`config.mk`:
```
export PLATFORM = sky130hd
export DESIGN_NAME = lsu_mem_stage
export DESIGN_NICKNAME = d
export VERILOG_FILES = /design/src/rtl/lsu_mem_stage.sv
export SDC_FILE = /design/constraint.sdc
export NUM_CORES = 1
export LEC_CHECK = 0
export BUFFER_PORTS_ARGS = -buffer_cell sky130_fd_sc_hd__buf_4
export CORE_MARGIN = 2
export CORE_UTILIZATION = 49
export DETAILED_ROUTE_END_ITERATION = 10
export GPL_ROUTABILITY_DRIVEN = 0
export GPL_TIMING_DRIVEN = 0
export PLACE_DENSITY_LB_ADDON = 0.12
export SYNTH_ARGS = -nofsm -noshare
export SYNTH_HDL_FRONTEND = slang
export SYNTH_SLANG_ARGS = --single-unit
```
`constraint.sdc`:
```
create_clock -name clk -period 2.55 [get_ports clk]
set_input_delay 0.255 -clock clk [delete_from_list [all_inputs] [get_ports clk]]
set_output_delay 0.255 -clock clk [all_outputs]
set_load 0.005 [all_outputs]
```
`src/rtl/lsu_mem_stage.sv`:
```
// MEM-stage load/store unit: one request at a time, held stable
// until the data cache responds, with stall, flush and misalignment.
module lsu_mem_stage #(
    parameter int XLEN = 32
) (
    input  logic                clk,
    input  logic                rst,
    input  logic                req_valid,
    input  logic                req_store,
    input  logic [2:0]          req_funct3,
    input  logic [XLEN-1:0]     req_addr,
    input  logic [XLEN-1:0]     req_wdata,
    input  logic                flush,
    output logic                stall,
    output logic [XLEN-1:0]     dcache_address,
    output logic                dcache_read,
    output logic                dcache_write,
    output logic [XLEN-1:0]     dcache_wdata,
    output logic [XLEN/8-1:0]   dcache_mbe,
    input  logic                dcache_resp,
    input  logic [XLEN-1:0]     dcache_rdata,
    output logic                rsp_valid,
    output logic [XLEN-1:0]     rsp_data,
    output logic                rsp_err
);

    localparam int OFFW = $clog2(XLEN/8);
    localparam int NB   = XLEN/8;

    typedef enum logic [1:0] {
        IDLE,
        BUSY,
        DONE
    } state_t;

    state_t          state;
    logic [XLEN-1:0] addr_q;
    logic [XLEN-1:0] wdata_q;
    logic [XLEN-1:0] rsp_data_q;
    logic [2:0]      f3_q;
    logic            store_q;
    logic            err_q;
    logic            kill_q;
    logic            rsp_valid_q;

    logic            busy;
    logic [OFFW-1:0] off;
    logic [OFFW+2:0] shamt;
    logic [15:0]     mbe_full;
    logic [XLEN-1:0] raw;
    logic [XLEN-1:0] low_mask;
    logic [6:0]      size_bits;
    logic            sbit;
    logic [XLEN-1:0] ext;

    // Illegal encodings and misaligned addresses never reach the cache.
    function automatic logic bad_access(
        input logic       st,
        input logic [2:0] f3,
        input logic [2:0] a
    );
        logic ill;
        logic mis;
        ill = (f3 == 3'd7) || (st && f3[2])
           || ((XLEN == 32) && (f3[1:0] == 2'd3));
        unique case (f3[1:0])
            2'd0:    mis = 1'b0;
            2'd1:    mis = a[0];
            2'd2:    mis = |a[1:0];
            default: mis = |a;
        endcase
        return ill || mis;
    endfunction

    assign busy  = (state == BUSY);
    assign off   = addr_q[OFFW-1:0];
    assign shamt = {off, 3'b000};

    assign stall = ((state == IDLE) && req_valid && !flush) || busy;

    assign dcache_read    = busy && !store_q;
    assign dcache_write   = busy && store_q;
    assign dcache_address = busy ? {addr_q[XLEN-1:OFFW], {OFFW{1'b0}}}
                                 : '0;
    assign dcache_wdata   = busy ? (wdata_q << shamt) : '0;

    assign mbe_full   = ((16'd1 << (5'd1 << f3_q[1:0])) - 16'd1) << off;
    assign dcache_mbe = busy ? mbe_full[NB-1:0] : '0;

    assign raw       = dcache_rdata >> shamt;
    assign size_bits = 7'd8 << f3_q[1:0];
    assign low_mask  = (XLEN'(1) << size_bits) - XLEN'(1);

    // Sign bit of the accessed field; double passes through.
    always_comb begin
        sbit = 1'b0;
        unique case (f3_q[1:0])
            2'd0:    sbit = raw[7];
            2'd1:    sbit = raw[15];
            2'd2:    sbit = raw[31];
            default: sbit = raw[XLEN-1];
        endcase
    end

    assign ext = (raw & low_mask)
               | ((sbit && !f3_q[2]) ? ~low_mask : '0);

    assign rsp_valid = rsp_valid_q;
    assign rsp_data  = rsp_data_q;
    assign rsp_err   = err_q && !kill_q;

    // Request FSM: accept, wait for the cache, present one result.
    always_ff @(posedge clk or negedge rst) begin
        if (!rst) begin
            state       <= IDLE;
            addr_q      <= '0;
            wdata_q     <= '0;
            f3_q        <= '0;
            store_q     <= 1'b0;
            err_q       <= 1'b0;
            kill_q      <= 1'b0;
            rsp_valid_q <= 1'b0;
            rsp_data_q  <= '0;
        end else begin
            unique case (state)
                IDLE: begin
                    if (req_valid && !flush) begin
                        addr_q  <= req_addr;
                        wdata_q <= req_wdata;
                        f3_q    <= req_funct3;
                        store_q <= req_store;
                        if (bad_access(req_store, req_funct3,
                                       req_addr[2:0])) begin
                            state       <= DONE;
                            err_q       <= 1'b1;
                            rsp_valid_q <= 1'b1;
                        end else begin
                            state <= BUSY;
                        end
                    end
                end
                BUSY: begin
                    if (flush) begin
                        kill_q <= 1'b1;
                    end
                    if (dcache_resp) begin
                        state       <= DONE;
                        rsp_valid_q <= !(kill_q || flush);
                        rsp_data_q  <= (store_q || kill_q || flush)
                                     ? '0 : ext;
                    end
                end
                DONE: begin
                    state       <= IDLE;
                    err_q       <= 1'b0;
                    kill_q      <= 1'b0;
                    rsp_valid_q <= 1'b0;
                    rsp_data_q  <= '0;
                end
                default: state <= IDLE;
            endcase
        end
    end

endmodule

```
==> reports/qor.csv, run 1 <==
stage,metric,value,unit
status,outcome,"complete, no violations",
cts,clk sinks,105,
pwr,sequential power share,46.4,%
critical_path,Buf/Inv on CP,3,
synth,Post-Synth Adder-Cell Area,0.230,%
hold_path,hold_sp,req_wdata[7],
timing,Finish-stage setup viols,0,
critical_path,Critical Path AT,2720,ps
global_route,Total Routing Usage GR,27.0,%
route,Vias per Instance,5.50,
critical_path,"slowest stage cell, crit path",nor4_4,
hold_path,worst hold path type,primary input to register,
place,DP HPWL,11.8,mm
pwr,Comb power frac,33.8,%
cells_and_area,Nets,819,
global_route,global-route wire length before repair,24.6,mm
timing,Final Hold Viols,0,
pwr,clock power share,19.8,%
cells_and_area,layout cells sized above 1,45.6,%
cts,total CTS buffers,9,
timing,Worst-Margin Slew,781,ps
route,Remaining DRCs,0,
hold_path,Worst Hold End,wdata_q[7],
synth,register bit total from synthesis,105,
route,Vias,4714,
critical_path,Crit. End Element,register,
timing,Final Critical Period,2400,ps
route,1st-iter DRT viols,213,
die,Die W,109,um
critical_path,Max Fanout on Critical Path,10,
critical_path,CP Launch Type,register,
pwr,peak supply drop,0.000435,V
cells_and_area,antenna cells,0,
synth,top-count cell post-synth,dfrtp_1,
timing,max_slew headroom,47.7,%
synth,Netlist cell types,44,
critical_path,CP max stage delay,540,ps
synth,asr flop ratio synth,100,%
synth,Synth area leaders,"dfrtp_1 (48%), mux2_2 (14%), mux2i_1 (5.9%)",
route,DRT Pass-1 Iters,5,
synth,post-synthesis cell count,492,
synth,mux cell area share after synthesis,20.1,%
cts,"Reg clk slew, reported paths",100,ps
synth,Synth Cell Area,5450,um2
critical_path,worst flop-to-flop path startpoint,f3_q[1],
synth,leading cell types by count after synthesis,"dfrtp_1 (105), mux2_2 (69), nor2_1 (49)",
timing,RSZ-0062 raised after global routing,false,
critical_path,number of cells on the worst reg-to-reg path,7,
synth,cell taking the most area after synthesis,dfrtp_1,
critical_path,reg2reg setup slack,150,ps
synth,Synth Area in XOR/XNOR,0.161,%
synth,area share of the largest cell type after synthesis,48.2,%
critical_path,kind of critical path,register to register,
synth,Yosys warning count,0,
job,Max Cap Viol,0,
die,row cnt,38,
route,post-route ant nets,0,
pwr,final total power,4.72,mW
die,IO Count,210,
synth,register area share after synthesis,48.2,%
critical_path,required time worst endpoint,2870,ps
route,Wirelength per Cell,18.4,um
timing,Setup TNS Final,0,ps
pwr,switching share of power,33.0,%
pwr,P per Cell Area,637,nW/um2
die,die area,12000,um2
timing,Worst Skew,9.36,ps
cts,CTS H-Tree Depth,3,
pwr,Psw,1.56,mW
cts,CTS root buf,clkbuf_8,
cells_and_area,Syn-to-layout area delta,36.0,%
cts,Max Buffers Root-to-Sink,2,
global_route,initial antenna violation count,0,
synth,"Avg Cell Area, Syn",11.1,um2
hold_path,cell depth of the worst hold path,2,
cells_and_area,# fillers,867,
cts,insertion delay to the later sink of the worst-skew pair,380,ps
global_route,vias in the first global route,4824,
timing,"Slew Viols, Final",0,
synth,Post-synth EDFFs,0,
synth,Post-Synth Simple-Gate Area,14.4,%
timing,Fmax,417,MHz
critical_path,FF-to-FF End,rsp_data[30],
synth,main combinational cell family by area after synthesis,multiplexers,
die,Initial Util,50.3,%
pwr,internal power,3.16,mW
critical_path,"delay-heaviest family, CP",buffers and inverters,
cts,CTS tree,done,
die,chip height,109,um
die,Core Footprint,10800,um2
synth,main flop type after synthesis,dfrtp_1,
global_route,pin count of the biggest net entering global routing,106,
timing,period utilisation layout,94.1,%
pwr,Pleak,3.63,nW
critical_path,worst path cell trace,nor2_1 > clkbuf_1 > inv_1 > ha_1 > nor4_4 > buf_6 > a221o_1,
route,final wirelength,15.8,mm
synth,Synth Area in Compound Gates,13.0,%
global_route,Overflow after GRT,0,
place,port bufs,207,
==> worst reg2reg max path: cells and delay by family (launching register included) <==
kind                     cells  cell delay, ps
AO/OA/AOI/OAI                1             130
flip-flops                   1             470
adder cells (fa/ha/maj)      1             260
AND/OR/NAND/NOR              2             690
buffers and inverters        3             800
==> layout make-up <==
class	instances	area [um2]	area share [%]
Sequential cell	105	2630	35.4
Multi-Input combinational cell	345	2620	35.4
Timing Repair Buffer	210	1600	21.6
Buffer	38	205	2.77
Tap cell	140	175	2.36
Clock buffer	12	145	1.96
Clock inverter	3	17.5	0.236
Inverter	4	15.0	0.203
==> flip-flops by register name, indices dropped and copies added, names as in the netlist <==
name and count:
addr_q 32, err_q 1, f3_q 3, kill_q 1, rsp_data 32, rsp_valid 1, state 2, store_q 1
wdata_q 32
==> per-stage QoR <==
stage          area, um2  util (%)  hold WS [ps]  std cells  setup WS [ps]
2_1_floorplan       5450         -         -40.6        493            684
3_3_place_gp        7180      66.3           469        840            285
3_5_place_dp        7180      66.3           478        840            248
4_1_cts             7350      67.8          92.1        855           6.45
5_1_grt             7410      68.4          90.4        857           34.0
6_report            7410      68.4           103        857            151
==> worst max-delay path by stage <==
stage          startpoint  cells past startpoint       endpoint  slack (ps)
2_1_floorplan     f3_q[0]                      7   rsp_data[28]         680
3_5_place_dp      f3_q[1]                      7   rsp_data[30]         250
3_3_place_gp      f3_q[0]                      7   rsp_data[29]         290
4_1_cts         addr_q[0]                      6  dcache_mbe[2]           6
6_report          f3_q[1]                      7   rsp_data[30]         150
5_1_grt         addr_q[0]                      6  dcache_mbe[3]          30
==> power groups by stage <==
stage	clock, mW	sequential, mW	combinational [mW]
floorplan	0	2.15	0.986
global placement	0	2.21	1.51
detailed placement	0	2.23	1.55
CTS	0.953	2.19	1.57
global route	1.02	2.24	1.73
finish	0.934	2.19	1.60
==> cell usage in the layout (no fill, tap or decap), types with 4 or more instances in the layout <==
cell type    n
mux2_2      69
a211o_1      7
nand2b_1     5
a21oi_1     19
buf_4      213
mux2i_1     31
dfrtp_1    105
a22o_1       9
nor2b_1     18
inv_1        4
clkbuf_8    10
nand2_1     15
a211oi_1    31
a221o_1      8
nor3_1       4
clkbuf_1    12
and2_1      40
o21ai_0     12
nor2_1      48
buf_2       14
==> logic make-up after synthesis <==
group	after synthesis
adder cells (fa/ha/maj)	1
AO/OA/AOI/OAI	97
buffers and inverters	43
multiplexers	101
flip-flops	105
other	1
AND/OR/NAND/NOR	143
XOR/XNOR	1
==> timing repair <==
action,4_1_cts,5_1_grt
setup endpoints to repair,8,27
hold buffers,0,1
endpoints found under the hold margin,0,105
gates resized for setup,3,8
buffers inserted,0,1
==> routing by layer <==
metal / wire length, um / vias to the layer above / global-route usage, % / part of all wire (%)
met5: 0 / - / 0 / 0
met4: 342 / 0 / 9.76 / 2.2
met3: 1350 / 23 / 6.16 / 8.5
met2: 7900 / 220 / 45.4 / 50
met1: 6210 / 2287 / 34.0 / 39
li1: - / 2184 / - / -
(Power assumes the default switching activity.)
==> inputs of run 2 (changes only) <==
--- a/config.mk
+++ b/config.mk
@@ -5,9 +5,10 @@
 export SDC_FILE = /design/constraint.sdc
 export NUM_CORES = 1
 export LEC_CHECK = 0
+export ABC_AREA = 1
 export BUFFER_PORTS_ARGS = -buffer_cell sky130_fd_sc_hd__buf_4
 export CORE_MARGIN = 2
-export CORE_UTILIZATION = 49
+export CORE_UTILIZATION = 50
 export DETAILED_ROUTE_END_ITERATION = 10
 export GPL_ROUTABILITY_DRIVEN = 0
 export GPL_TIMING_DRIVEN = 0
==> run 2 against run 1 <==
  * Sequential share of layout area fell by 0.82 points
  * Sequential power rose by 25%
  * Clock skew rose by 0.60 ps
  * Die area up 0.87%
  * Wire length up 5.1%
  * Final cell count up 33%
  * Critical endpoint is now dcache_wdata[20]
  * Largest cell class unchanged
  * Largest power group is now combinational logic
  * Highest routed layer unchanged
==> reports/qor.csv, run 2 <==
stage,metric,value,unit
global_route,vias in the first global route,5440,
route,Wirelength per Cell,14.5,um
global_route,GRT busiest layer,met2,
synth,Synth Cell Area,5610,um2
critical_path,FF-to-FF End,rsp_data[24],
timing,fin worst setup slack,229,ps
cells_and_area,"commonest non-fill, non-tap cell in the layout",nand2_1,
cts,CTS tree,done,
cells_and_area,area of the multi-input gates,2440,um2
cells_and_area,antenna cells,0,
hold_path,worst hold path type,primary input to register,
pwr,Psw,3.16,mW
place,port bufs,207,
critical_path,Critical Path AT,2070,ps
pwr,clock power share,14.6,%
synth,register bit total from synthesis,105,
place,DP HPWL,12.6,mm
cells_and_area,Syn-to-layout area delta,35.3,%
place,DP Worst Slack,507,ps
cts,post-cts resize count,0,
route,post-route ant nets,0,
cts,postcts setup bufs,0,
die,Core Footprint,10900,um2
route,Vias per Instance,5.08,
critical_path,CP Launch Type,register,
synth,top-count cell post-synth,nand2_1,
global_route,pin count of the biggest net entering global routing,106,
die,IO Count,210,
cells_and_area,"commonest non-fill, non-tap cells in the layout","nand2_1 (267), buf_4 (215), nor2_1 (122), dfrtp_1 (105), o21ai_0 (67)",
critical_path,number of cells on the worst reg-to-reg path,9,
cells_and_area,Nets,1104,
cells_and_area,layout cells sized above 1,28.0,%
timing,Final Hold Viols,0,
global_route,global-route wire length before repair,26.0,mm
timing,Final Critical Period,2320,ps
pwr,sequential power share,36.2,%
timing,period utilisation layout,91.0,%
job,Max Cap Viol,0,
route,DRT Pass-1 Iters,5,
synth,leading cell types by count after synthesis,"nand2_1 (267), nor2_1 (122), dfrtp_1 (105)",
synth,cell taking the most area after synthesis,dfrtp_1,
cts,CTS Hold Bufs,0,
pwr,switching share of power,41.9,%
route,final wirelength,16.6,mm
place,placed cell areas,7340,um2
critical_path,crit path from,addr_q[0],
die,Die W,110,um
synth,post-synthesis cell count,777,
critical_path,Max Fanout on Critical Path,10,
global_route,GRT met3 Usage,5.51,%
status,outcome,"complete, no violations",
cts,CTS root buf,clkbuf_8,
global_route,initial antenna violation count,0,
synth,Synth area leaders,"dfrtp_1 (47%), nand2_1 (18%), nor2_1 (8.2%)",
cts,insertion delay to the later sink of the worst-skew pair,360,ps
timing,Finish-stage setup viols,0,
die,row cnt,38,
pwr,internal power,4.37,mW
route,Vias,5808,
pwr,peak supply drop,0.000466,V
critical_path,worst flop-to-flop path startpoint,f3_q[1],
synth,register area share after synthesis,46.8,%
pwr,Comb power frac,49.2,%
cts,CTS H-Tree Depth,3,
synth,Netlist cell types,29,
timing,RSZ-0062 raised after global routing,false,
timing,Worst Skew,9.97,ps
cells_and_area,final instance area,7590,um2
die,chip height,110,um
cells_and_area,non-filler cells in the finished layout,1143,
synth,main flop type after synthesis,dfrtp_1,
global_route,GR Util met2,45.6,%
critical_path,reg2reg setup slack,500,ps
synth,asr flop ratio synth,100,%
global_route,GR Layer Usage met1,36.3,%
timing,Fmax,431,MHz
cts,clk sinks,105,
critical_path,crit path to,dcache_wdata[20],
critical_path,kind of critical path,register to primary output,
cts,total CTS buffers,9,
route,Remaining DRCs,0,
synth,Post-synth EDFFs,0,
cells_and_area,# fillers,959,
cells_and_area,Seq. cell area,2630,um2
global_route,Total Routing Usage GR,27.9,%
cts,"Reg clk slew, reported paths",100,ps
pwr,P per Cell Area,992,nW/um2
synth,Yosys warning count,0,
synth,area share of the largest cell type after synthesis,46.8,%
timing,Worst-Margin Slew,525,ps
cts,Max Buffers Root-to-Sink,2,
pwr,Pleak,4.17,nW
critical_path,Crit. End Element,primary output,
die,Initial Util,51.5,%
critical_path,required time worst endpoint,2300,ps
timing,max_slew headroom,65.0,%
die,die area,12100,um2
place,# placed instances,1125,
timing,"Slew Viols, Final",0,
timing,Setup TNS Final,0,ps
global_route,Overflow after GRT,0,
route,1st-iter DRT viols,544,
synth,"Avg Cell Area, Syn",7.22,um2
[run 2: power groups by stage]
stage,registers (mW),logic (mW),clock network [mW]
after floorplan,2.68,2.23,0
after global placement,2.73,3.64,0
after detailed placement,2.75,3.69,0
after CTS,2.72,3.70,1.11
after global routing,2.81,4.17,1.17
final,2.73,3.71,1.10
[run 2: routing by layer]
metal  wire length, um  vias up  share of wire, %
met3              1390       50               8.3
li1                  -     2869                 -
met1              6860     2622                41
met4               574        0               3.5
met5                 0        -                 0
met2              7790      267                47
[run 2: cell type report]
class,instances,area share (%)
sequential,105,34.6
multi-input combinational,557,32.2
timing repair buffer,209,21.0
buffer,46,3.71
inverter,70,3.50
tap,140,2.31
clock buffer,11,1.86
clock inverter,5,0.824
[run 2: cells by family (layout without fill, tap and decap cells)]
kind of cell | Yosys count | count (layout) | share of synthesized area, %
AO/OA/AOI/OAI | 115 | 115 | 11.6
adder cells (fa/ha/maj) | 1 | 1 | 0.223
buffers and inverters | 116 | 341 | 9.75
flip-flops | 105 | 105 | 46.8
other | 1 | 2 | 0.0668
AND/OR/NAND/NOR | 439 | 439 | 31.6
[run 2: critical path: stages, from the launching register on]
cell	delay (ps)
dfrtp_1	420
inv_2	140
buf_4	190
buf_2	260
nand2_1	250
o32ai_1	260
buf_4	180
[run 2: worst min-delay path by stage]
| stage | from | endpoint | cells past startpoint |
|---|---|---|---|
| after floorplan | rst | addr_q[0] | 0 |
| after global placement | req_wdata[11] | wdata_q[11] | 3 |
| after detailed placement | req_wdata[12] | wdata_q[12] | 3 |
| after CTS | req_wdata[8] | wdata_q[8] | 3 |
| after global routing | req_wdata[10] | wdata_q[10] | 3 |
| final | req_wdata[15] | wdata_q[15] | 3 |
[run 2: per-stage QoR]
stage                     hold WS [ps]  total power, mW  utilization, %
after floorplan                  -40.6             4.91               -
after global placement             449             6.37            67.4
after detailed placement           453             6.43            67.4
after CTS                         63.8             7.53            69.3
after global routing              74.4             8.15            69.7
final                             73.2             7.53            69.7
